**config.mk**
```make
export PLATFORM = sky130hd
export DESIGN_NAME = axi4_lite_req_arbiter_flat
export DESIGN_NICKNAME = d
export VERILOG_FILES = /design/src/rtl/axi4_lite_arb_pkg.sv /design/src/rtl/axi4_lite_req_arbiter_if.sv /design/src/rtl/axi4_lite_arb_picker.sv /design/src/rtl/axi4_lite_req_arbiter.sv /design/src/flat_wrapper.sv
export SDC_FILE = /design/constraint.sdc
export NUM_CORES = 1
export LEC_CHECK = 0
export ABC_AREA = 1
export BUFFER_PORTS_ARGS = -buffer_cell sky130_fd_sc_hd__buf_2
export CAP_MARGIN = 40
export CORE_AREA = 5 5 118 120
export CTS_BUF_LIST = sky130_fd_sc_hd__clkbuf_4
export DETAILED_ROUTE_END_ITERATION = 6
export DIE_AREA = 0 0 123 125
export PLACE_DENSITY_LB_ADDON = 0.15
export SLEW_MARGIN = 20
export SYNTH_ARGS = -nofsm -noshare
export SYNTH_HDL_FRONTEND = slang
export SYNTH_SLANG_ARGS = --single-unit
```
**constraint.sdc**
```tcl
create_clock -name clk -period 1.7 [get_ports clk]
set_input_delay 0.34 -clock clk [delete_from_list [all_inputs] [get_ports clk]]
set_output_delay 0.34 -clock clk [all_outputs]
set_load 0.02 [all_outputs]
```
**src/rtl/axi4_lite_arb_pkg.sv**
```systemverilog
// Shared types for the AXI4-Lite requester arbiter.
// FSM encoding, WAIT_HI timeout and index-width helper.
package axi4_lite_arb_pkg;

  typedef enum logic [2:0] {
    IDLE,
    ISSUE,
    WAIT_HI,
    WAIT_LO,
    DONE
  } arb_state_t;

  localparam int WAIT_HI_TIMEOUT = 2;

  function automatic int idx_w(input int n);
    return (n > 1) ? $clog2(n) : 1;
  endfunction

endpackage

```
**src/rtl/axi4_lite_req_arbiter_if.sv**
```systemverilog
// Command side of the shared axi4_lite_master: start pulses out,
// busy flags and read result back.
interface axi4_lite_req_arbiter_if #(
  parameter int ADDR_WIDTH = 32,
  parameter int DATA_WIDTH = 32
);
  localparam int STRB_WIDTH = DATA_WIDTH / 8;

  logic                  write_start;
  logic [ADDR_WIDTH-1:0] write_addr;
  logic [DATA_WIDTH-1:0] write_data;
  logic [STRB_WIDTH-1:0] write_strobe;
  logic                  write_busy;
  logic                  read_start;
  logic [ADDR_WIDTH-1:0] read_addr;
  logic [DATA_WIDTH-1:0] read_data;
  logic                  read_busy;

  modport master (
    output write_start, write_addr, write_data, write_strobe,
    output read_start, read_addr,
    input  write_busy, read_busy, read_data
  );

  modport slave (
    input  write_start, write_addr, write_data, write_strobe,
    input  read_start, read_addr,
    output write_busy, read_busy, read_data
  );

endinterface

```
**src/rtl/axi4_lite_arb_picker.sv**
```systemverilog
// One-hot winner select. ARB_ROUND_ROBIN_EN: search from ptr;
// otherwise fixed priority, lowest index wins.
module axi4_lite_arb_picker
  import axi4_lite_arb_pkg::*;
#(
  parameter int NUM_REQ = 2,
  parameter int IDX_W   = idx_w(NUM_REQ)
) (
  input  logic [NUM_REQ-1:0] valid,
`ifdef ARB_ROUND_ROBIN_EN
  input  logic [IDX_W-1:0]   ptr,
`endif
  output logic               found,
  output logic [NUM_REQ-1:0] grant,
  output logic [IDX_W-1:0]   index
);

`ifdef ARB_ROUND_ROBIN_EN
  int               j;
  logic [IDX_W-1:0] sel;

  always_comb begin
    found = 1'b0;
    index = '0;
    j     = 0;
    sel   = '0;
    for (int i = 0; i < NUM_REQ; i++) begin
      j = int'(ptr) + i;
      if (j >= NUM_REQ) j = j - NUM_REQ;
      sel = IDX_W'(j);
      if (!found && valid[sel]) begin
        found = 1'b1;
        index = sel;
      end
    end
  end
`else
  always_comb begin
    found = 1'b0;
    index = '0;
    for (int i = NUM_REQ - 1; i >= 0; i--) begin
      if (valid[IDX_W'(i)]) begin
        found = 1'b1;
        index = IDX_W'(i);
      end
    end
  end
`endif

  assign grant = found ? (NUM_REQ'(1) << index) : '0;

endmodule

```
**src/rtl/axi4_lite_req_arbiter.sv**
```systemverilog
// Shares one axi4_lite_master between NUM_REQ requesters, one
// transaction at a time. ARB_ROUND_ROBIN_EN selects round-robin.
module axi4_lite_req_arbiter
  import axi4_lite_arb_pkg::*;
#(
  parameter int NUM_REQ    = 2,
  parameter int ADDR_WIDTH = 32,
  parameter int DATA_WIDTH = 32
) (
  input  logic                                clk,
  input  logic                                rst,
  input  logic [NUM_REQ-1:0]                  req_valid,
  input  logic [NUM_REQ-1:0]                  req_we,
  input  logic [NUM_REQ*ADDR_WIDTH-1:0]       req_addr,
  input  logic [NUM_REQ*DATA_WIDTH-1:0]       req_wdata,
  input  logic [NUM_REQ*(DATA_WIDTH/8)-1:0]   req_wstrb,
  output logic [NUM_REQ-1:0]                  req_ready,
  output logic [NUM_REQ-1:0]                  req_done,
  output logic [DATA_WIDTH-1:0]               req_rdata,
  axi4_lite_req_arbiter_if.master             m
);

  localparam int IDX_W = idx_w(NUM_REQ);
  localparam int SW    = DATA_WIDTH / 8;
  localparam int CW    = $clog2(WAIT_HI_TIMEOUT + 1);

  arb_state_t state, state_nxt;

  logic [NUM_REQ-1:0][ADDR_WIDTH-1:0] addr_v;
  logic [NUM_REQ-1:0][DATA_WIDTH-1:0] wdata_v;
  logic [NUM_REQ-1:0][SW-1:0]         wstrb_v;

  logic [IDX_W-1:0]      owner, pick_idx;
  logic [NUM_REQ-1:0]    pick_grant, ready_q;
  logic                  pick_found, we_q, busy;
  logic                  grab, last_wait, capture;
  logic [ADDR_WIDTH-1:0] addr_q;
  logic [DATA_WIDTH-1:0] wdata_q, rdata_q;
  logic [SW-1:0]         wstrb_q;
  logic [CW-1:0]         cnt;
`ifdef ARB_ROUND_ROBIN_EN
  logic [IDX_W-1:0]      rr_ptr;
`endif

  assign addr_v  = req_addr;
  assign wdata_v = req_wdata;
  assign wstrb_v = req_wstrb;

  axi4_lite_arb_picker #(
    .NUM_REQ (NUM_REQ),
    .IDX_W   (IDX_W)
  ) u_picker (
    .valid (req_valid),
`ifdef ARB_ROUND_ROBIN_EN
    .ptr   (rr_ptr),
`endif
    .found (pick_found),
    .grant (pick_grant),
    .index (pick_idx)
  );

  always_comb begin
    state_nxt = state;
    busy      = we_q ? m.write_busy : m.read_busy;
    last_wait = (cnt == CW'(WAIT_HI_TIMEOUT - 1));
    unique case (state)
      IDLE:
        if (pick_found && !m.write_busy && !m.read_busy)
          state_nxt = ISSUE;
      ISSUE:
        state_nxt = WAIT_HI;
      WAIT_HI:
        if (busy)           state_nxt = WAIT_LO;
        else if (last_wait) state_nxt = DONE;
      WAIT_LO:
        if (!busy) state_nxt = DONE;
      DONE:
        state_nxt = IDLE;
      default:
        state_nxt = IDLE;
    endcase
    grab    = (state == IDLE) && (state_nxt == ISSUE);
    // a timed-out WAIT_HI means the slave answered with zero latency
    capture = !we_q && (state_nxt == DONE) &&
              ((state == WAIT_LO) || (state == WAIT_HI));
  end

  always_ff @(posedge clk or negedge rst) begin
    if (!rst) begin
      state   <= IDLE;
      owner   <= '0;
      we_q    <= 1'b0;
      addr_q  <= '0;
      wdata_q <= '0;
      wstrb_q <= '0;
      rdata_q <= '0;
      ready_q <= '0;
      cnt     <= '0;
`ifdef ARB_ROUND_ROBIN_EN
      rr_ptr  <= '0;
`endif
    end else begin
      state   <= state_nxt;
      ready_q <= grab ? pick_grant : '0;
      cnt     <= (state == WAIT_HI) ? cnt + 1'b1 : '0;
      if (grab) begin
        owner   <= pick_idx;
        we_q    <= req_we[pick_idx];
        addr_q  <= addr_v[pick_idx];
        wdata_q <= wdata_v[pick_idx];
        wstrb_q <= wstrb_v[pick_idx];
      end
      if (capture) rdata_q <= m.read_data;
`ifdef ARB_ROUND_ROBIN_EN
      if (state == DONE)
        rr_ptr <= (owner == IDX_W'(NUM_REQ - 1)) ? '0 : owner + 1'b1;
`endif
    end
  end

  assign req_ready      = ready_q;
  assign req_done       = (state == DONE) ? (NUM_REQ'(1) << owner) : '0;
  assign req_rdata      = rdata_q;
  assign m.write_start  = (state == ISSUE) && we_q;
  assign m.read_start   = (state == ISSUE) && !we_q;
  assign m.write_addr   = addr_q;
  assign m.write_data   = wdata_q;
  assign m.write_strobe = wstrb_q;
  assign m.read_addr    = addr_q;

endmodule

```
**src/flat_wrapper.sv**
```systemverilog
// flat-port wrapper written by rule: the top's interface ports become plain ports
module axi4_lite_req_arbiter_flat import axi4_lite_arb_pkg::*;
#(
  parameter int NUM_REQ    = 2,
  parameter int ADDR_WIDTH = 32,
  parameter int DATA_WIDTH = 32
)
  (clk, rst, req_valid, req_we, req_addr, req_wdata, req_wstrb, req_ready, req_done, req_rdata, m_write_start, m_write_addr, m_write_data, m_write_strobe, m_read_start, m_read_addr, m_write_busy, m_read_busy, m_read_data);
  axi4_lite_req_arbiter_if #(.ADDR_WIDTH(ADDR_WIDTH), .DATA_WIDTH(DATA_WIDTH)) m_i ();
  input  logic clk;
  input  logic rst;
  input  logic [NUM_REQ-1:0] req_valid;
  input  logic [NUM_REQ-1:0] req_we;
  input  logic [NUM_REQ*ADDR_WIDTH-1:0] req_addr;
  input  logic [NUM_REQ*DATA_WIDTH-1:0] req_wdata;
  input  logic [NUM_REQ*(DATA_WIDTH/8)-1:0] req_wstrb;
  output logic [NUM_REQ-1:0] req_ready;
  output logic [NUM_REQ-1:0] req_done;
  output logic [DATA_WIDTH-1:0] req_rdata;
  output wire logic [$bits(m_i.write_start)-1:0] m_write_start;
  output wire logic [$bits(m_i.write_addr)-1:0] m_write_addr;
  output wire logic [$bits(m_i.write_data)-1:0] m_write_data;
  output wire logic [$bits(m_i.write_strobe)-1:0] m_write_strobe;
  output wire logic [$bits(m_i.read_start)-1:0] m_read_start;
  output wire logic [$bits(m_i.read_addr)-1:0] m_read_addr;
  input wire logic [$bits(m_i.write_busy)-1:0] m_write_busy;
  input wire logic [$bits(m_i.read_busy)-1:0] m_read_busy;
  input wire logic [$bits(m_i.read_data)-1:0] m_read_data;
  assign m_write_start = m_i.write_start;
  assign m_write_addr = m_i.write_addr;
  assign m_write_data = m_i.write_data;
  assign m_write_strobe = m_i.write_strobe;
  assign m_read_start = m_i.read_start;
  assign m_read_addr = m_i.read_addr;
  assign m_i.write_busy = m_write_busy;
  assign m_i.read_busy = m_read_busy;
  assign m_i.read_data = m_read_data;
  axi4_lite_req_arbiter #(.NUM_REQ(NUM_REQ), .ADDR_WIDTH(ADDR_WIDTH), .DATA_WIDTH(DATA_WIDTH)) u_core (.clk(clk), .rst(rst), .req_valid(req_valid), .req_we(req_we), .req_addr(req_addr), .req_wdata(req_wdata), .req_wstrb(req_wstrb), .req_ready(req_ready), .req_done(req_done), .req_rdata(req_rdata), .m(m_i));
endmodule
```
# --- Word level (Yosys, flattened, before mapping) ---
# Cells that the tools add are included.
word_totals:
  elab_cells: 52
  output_inout_bits: 138
  reg_bits: 109
  input_bits: 176
op_classes:
  magnitude_cmp: 1
  shifts: 2
  muxes: 20
  n_addsub: 1
  reduce_logical: 12
  n_eq_ne: 7
ops:
  columns: ["op", "n"]
  rows:
  - ["2-to-1 mux 32 bit", 4]
  - ["2-to-1 mux 3 bit", 4]
  - ["case mux 3 bit (4 select lines)", 1]
  - ["2-to-1 mux 2 bit", 4]
  - ["2-to-1 mux 4 bit", 2]
  - ["logical AND 1 bit", 7]
  - ["== test 3 x 1 -> 1 bit, second input constant", 2]
  - ["== test 3 x 2 -> 1 bit, second input constant", 2]
  - ["== test 3 bit, second input constant", 2]
  - ["2-to-1 mux 1 bit", 5]
  - ["left shift 1 x 1 -> 2 bit, first input constant", 2]
  - ["logical NOT 1 bit", 3]
  - ["logical NOT 3 bit", 1]
  - ["adder 2 x 1 -> 2 bit, second input constant", 1]
  - ["== test 2 x 1 -> 1 bit, second input constant", 1]
  - ["< comparator 1 x 2 -> 1 bit, second input constant", 1]
  - ["logical OR 1 bit", 1]

# --- Depth between registers and ports, before layout ---
depth:
  depth_word: 8
  depth_mapped: 8
  ltp_nobuf: 7

# --- Modules after synthesis ---
# From an unflattened synthesis, not the netlist that was laid out.
hier_totals:
  hier_cells: 754
  hier_area_um2: 5514.0
by_module_without_submodules:
  columns: ["mod", "area_per_inst_um2", "seq_area_each_um2", "cells_each", "instances"]
  rows:
  - ["axi4_lite_req_arbiter", 5476.5, 2727.6, 748, 1]
  - ["axi4_lite_arb_picker", 37.5, 0.0, 6, 1]

# --- Worst setup path before layout ---
# Ideal clock, no wire load.
synth_path:
  path_kind: "reg2out"
  from: "register u_core.we_q"
  to: "output m_write_start"
  path_buffers: 1
  arrival_time_ns: 0.969
  path_stages_with_launch: 4
  required_time_ns: 1.360
  setup_slack_ns: 0.391
  cell_sequence: "dfrtp_1 -> inv_2 -> buf_1 -> nor2_1"
synth_via:
  elab_chain_len: 1
synth_lines:
  columns: ["element", "line", "source"]
  rows:
  - ["start: declaration", "axi4_lite_req_arbiter.sv:35", "logic pick_found, we_q, busy;"]
  - ["start signal: assignment", "axi4_lite_req_arbiter.sv:108", "we_q <= req_we[pick_idx];"]
  - ["logical AND 1 bit", "axi4_lite_req_arbiter.sv:124", "assign m.write_start = (state == ISSUE) && we_q;"]
  - ["end: declaration", "flat_wrapper.sv:20", "output wire logic [$bits(m_i.write_start)-1:0] m_write_start;"]
# Every way passes these cells.

# --- Worst setup path after layout ---
# Ends and elaborated chain as after synthesis.

==> flow_summary_export.csv <==
group,metric,value,unit
outcome,status,"finished, final reports clean",
finish,multiInputGateArea,0.00141,mm²
timing,max_slew.worst_pin.slew,0.525,ns
power_and_ir_drop,power-per-cell-area,1930,mW/mm²
finish,finish.utilization,0.453,
finish,fin_area,0.00583,mm²
worst_setup_path,worstSetupPathType,"register to output port",
clock_network,path_clk_slew,0.15,ns
die,num_rows,42,
global_route,grt_antenna_before_repair,1,
global_route,grt_max_degree,71,
power_and_ir_drop,p_leak,0.00347,µW
logic_synthesis,synth.avg_cell_area,8.89,µm²
clock_network,clk_path_buf_depth,2,
worst_setup_path,path_buf_inv,3,
timing,fmax,596,MHz
die,core_area,0.0129,mm²
worst_setup_path,arrival,1.34,ns
worst_setup_path,r2r_cells,7,
placement,globalplace.congestion,0.760,
logic_synthesis,yosysUniqueCellTypes,21,
global_route,grt_first_pass_wirelength,19800,µm
die,io_pins,314,
worst_setup_path,crit_slowest_cell,"dfrtp_1",
logic_synthesis,netlist_area,0.00448,mm²
drt,dr.pass1.iters,6,
finish,synthToLayoutAreaGrowth,30.0,%
clock_network,htreeDepth,3,
logic_synthesis,yosys_warnings,0,
worst_setup_path,path_max_fanout,23,
die,die_area,0.0154,mm²
timing,finClkSkew,0.0165,ns
drt,wire_per_inst,13.9,µm
worst_setup_path,rrSetupSlack,0.13,ns
clock_network,root_buffer,"clkbuf_4",
die,initial_core_util,0.348,
placement,dp_hpwl,8850,µm
worst_setup_path,cp.depth,4,
global_route,grt_remaining_overflow,0,
finish,n_antenna_cell,0,
worst_setup_path,cpPeakStageDelay,0.42,ns
power_and_ir_drop,ir_drop,0.000831,V
drt,initialDrtViolationCount,180,
logic_synthesis,syn_inst,504,
finish,layout.nets,888,
timing,period_minus_slack,1.68,ns
clock_network,clk_latency,0.45,ns
timing,setup_viol,0,
finish,fill_cells,1326,
finish,seqCellArea,0.00268,mm²
clock_network,cts_buffers,9,
drt,vias_per_cell,4.44,
logic_synthesis,ys_ff_latch,107,
drt,routed_wl,12400,µm
worst_setup_path,reg2reg_to,"u_core.req_rdata[6]",
global_route,grt_use_total,0.160,
die,fp.dieH,125,µm
global_route,grt_pass1_vias,3983,
worst_setup_path,r2r_start,"u_core.we_q",
timing,maxSlewViolCount,0,
logic_synthesis,yosysSeqAreaShare,0.597,
drt,antenna_left,0,
timing,rsz0062_at_grt,"yes",
worst_setup_path,crit_end,"m_write_start",
clock_network,clkSinkCount,107,
worst_setup_path,path_delay_family,"flip-flops",
timing,hold_viol,0,
finish,drive_above_1_share,0.387,
worst_setup_path,start_kind,"register",
drt,vias,3953,
placement,placed_cell_area,0.00565,mm²
placement,place.port_buffers,240,
min_path,hold_path_class,"primary input to register",
worst_setup_path,critPathLaunch,"u_core.we_q",
drt,drc,0,
clock_network,cts_tree,"done",
timing,min_period_over_period,0.987,
worst_setup_path,crit_chain,"inv_2 -> buf_12 -> nor2_1 -> buf_4",
worst_setup_path,crit_path_end_kind,"output port",
job,maxCapViolCount,0,
worst_setup_path,crit_required,1.36,ns
die,chipWidth,123,µm
timing,slew_headroom,0.650,
area by class of cell:
| class | count | share of cell area |
|---|---|---|
| well taps | 176 | 0.0378 |
| clock buffers | 12 | 0.0155 |
| multi-input cells | 330 | 0.241 |
| flip-flops and latches | 107 | 0.459 |
| inverters | 9 | 0.00580 |
| repair buffers | 254 | 0.238 |
| clock inverters | 3 | 0.00279 |
worst reg2reg max path, delay by kind of cell, from the launching register on:
family                 cells  cell delay, ns
buffers and inverters      3            0.55
and+or+nand+nor            4            0.54
DFF                        1            0.42
per-layer routing:
layer,GRT usage,share of wire,vias to the layer above
met2,0.262,0.50,129
met1,0.202,0.41,1860
li1,-,-,1943
met5,0,0.00089,-
met4,0.0573,0.019,2
met3,0.0434,0.072,19
registers in the layout, indices dropped and copies added, names as in the netlist:
| name | count |
|---|---|
| u_core.cnt | 2 |
| u_core.req_ready | 1 |
| u_core.we_q | 1 |
| u_core.m.read_addr | 32 |
| u_core.req_rdata | 32 |
| u_core.m.write_data | 32 |
| u_core.m.write_strobe | 4 |
| u_core.state | 3 |
synth_stat cells:
master    number  area share
a21bo_2        1      0.0022
and2_1         1      0.0014
buf_1          1     0.00084
buf_2          7      0.0078
buf_4         44       0.074
clkbuf_1       8      0.0067
conb_1         1     0.00084
dfrtp_1      107        0.60
ha_1           1      0.0028
inv_1          7      0.0059
inv_2          2      0.0017
nand2_1      276        0.23
nand2_2        1      0.0014
nand2_4        1      0.0025
nand3_4        1      0.0039
nand4_1       32       0.045
nand4_2        1      0.0028
nor2_1         8      0.0067
nor2_4         1      0.0025
nor3_1         1      0.0011
o21ai_0        2      0.0022
power breakdown:
group | internal, µW | switching [µW]
Combinational | 1870 | 3870
Clock | 338 | 782
Sequential | 3670 | 708
Total | 5880 | 5360
worst min-delay path by stage:
stage	depth (start not counted)	end	from	slack [ns]
2_1_floorplan	0	u_core.cnt[0]	rst	0.04
3_3_place_gp	1	u_core.req_rdata[22]	rst	0.15
3_5_place_dp	1	u_core.req_rdata[22]	rst	0.15
4_1_cts	3	u_core.m.write_data[10]	req_wdata[10]	0.003
5_1_grt	3	u_core.m.read_addr[30]	req_addr[30]	0.03
6_report	3	u_core.m.read_addr[16]	req_addr[16]	0.07
layout by cell type (no fill, tap or decap), drive strengths merged:
| cell type | synthesis | layout |
|---|---|---|
| a21bo | 1 | 1 |
| buf | 52 | 253 |
| and2 | 1 | 1 |
| clkinv | 0 | 2 |
| nand3 | 1 | 2 |
| clkinvlp | 0 | 1 |
| nor3 | 1 | 1 |
| o21ai | 2 | 2 |
| conb | 1 | 2 |
| clkbuf | 8 | 12 |
| dlygate4sd3 | 0 | 1 |
| nand2 | 278 | 278 |
| dfrtp | 107 | 107 |
| nand4 | 33 | 33 |
| inv | 9 | 9 |
| nor2 | 9 | 9 |
| ha | 1 | 1 |
stage by stage:
step	hold WS (ns)	power (µW)	TNS [ns]	cells	worst slack, ns
final	0.0666	11200	0	891	0.0216
after global routing	0.0332	12100	-0.160	891	-0.0810
after CTS	0.00280	11400	-0.0702	890	-0.0384
after detailed placement	0.151	10100	0	871	0.119
after global placement	0.150	10000	0	871	0.165
after floorplan	0.0444	8380	0	505	0.391
what timing repair did:
| item | in CTS | in global routing |
|---|---|---|
| hold endpoints to repair | 107 | 0 |
| setup buffers | 3 | 0 |
| gates cloned | 0 | 1 |
| gates resized for setup | 5 | 4 |
| pin swaps | 1 | 1 |
| setup endpoints to repair | 2 | 38 |
| hold buffers | 1 | 0 |
logic make-up after synthesis:
kind of cell | share of synthesized area
AO/OA/AOI/OAI | 0.00447
buffers and inverters | 0.0966
AND/OR/NAND/NOR | 0.298
adder cells (fa/ha/maj) | 0.00279
flip-flops | 0.597
other | 0.000836
No activity file was read; power rests on OpenSTA's default activity.
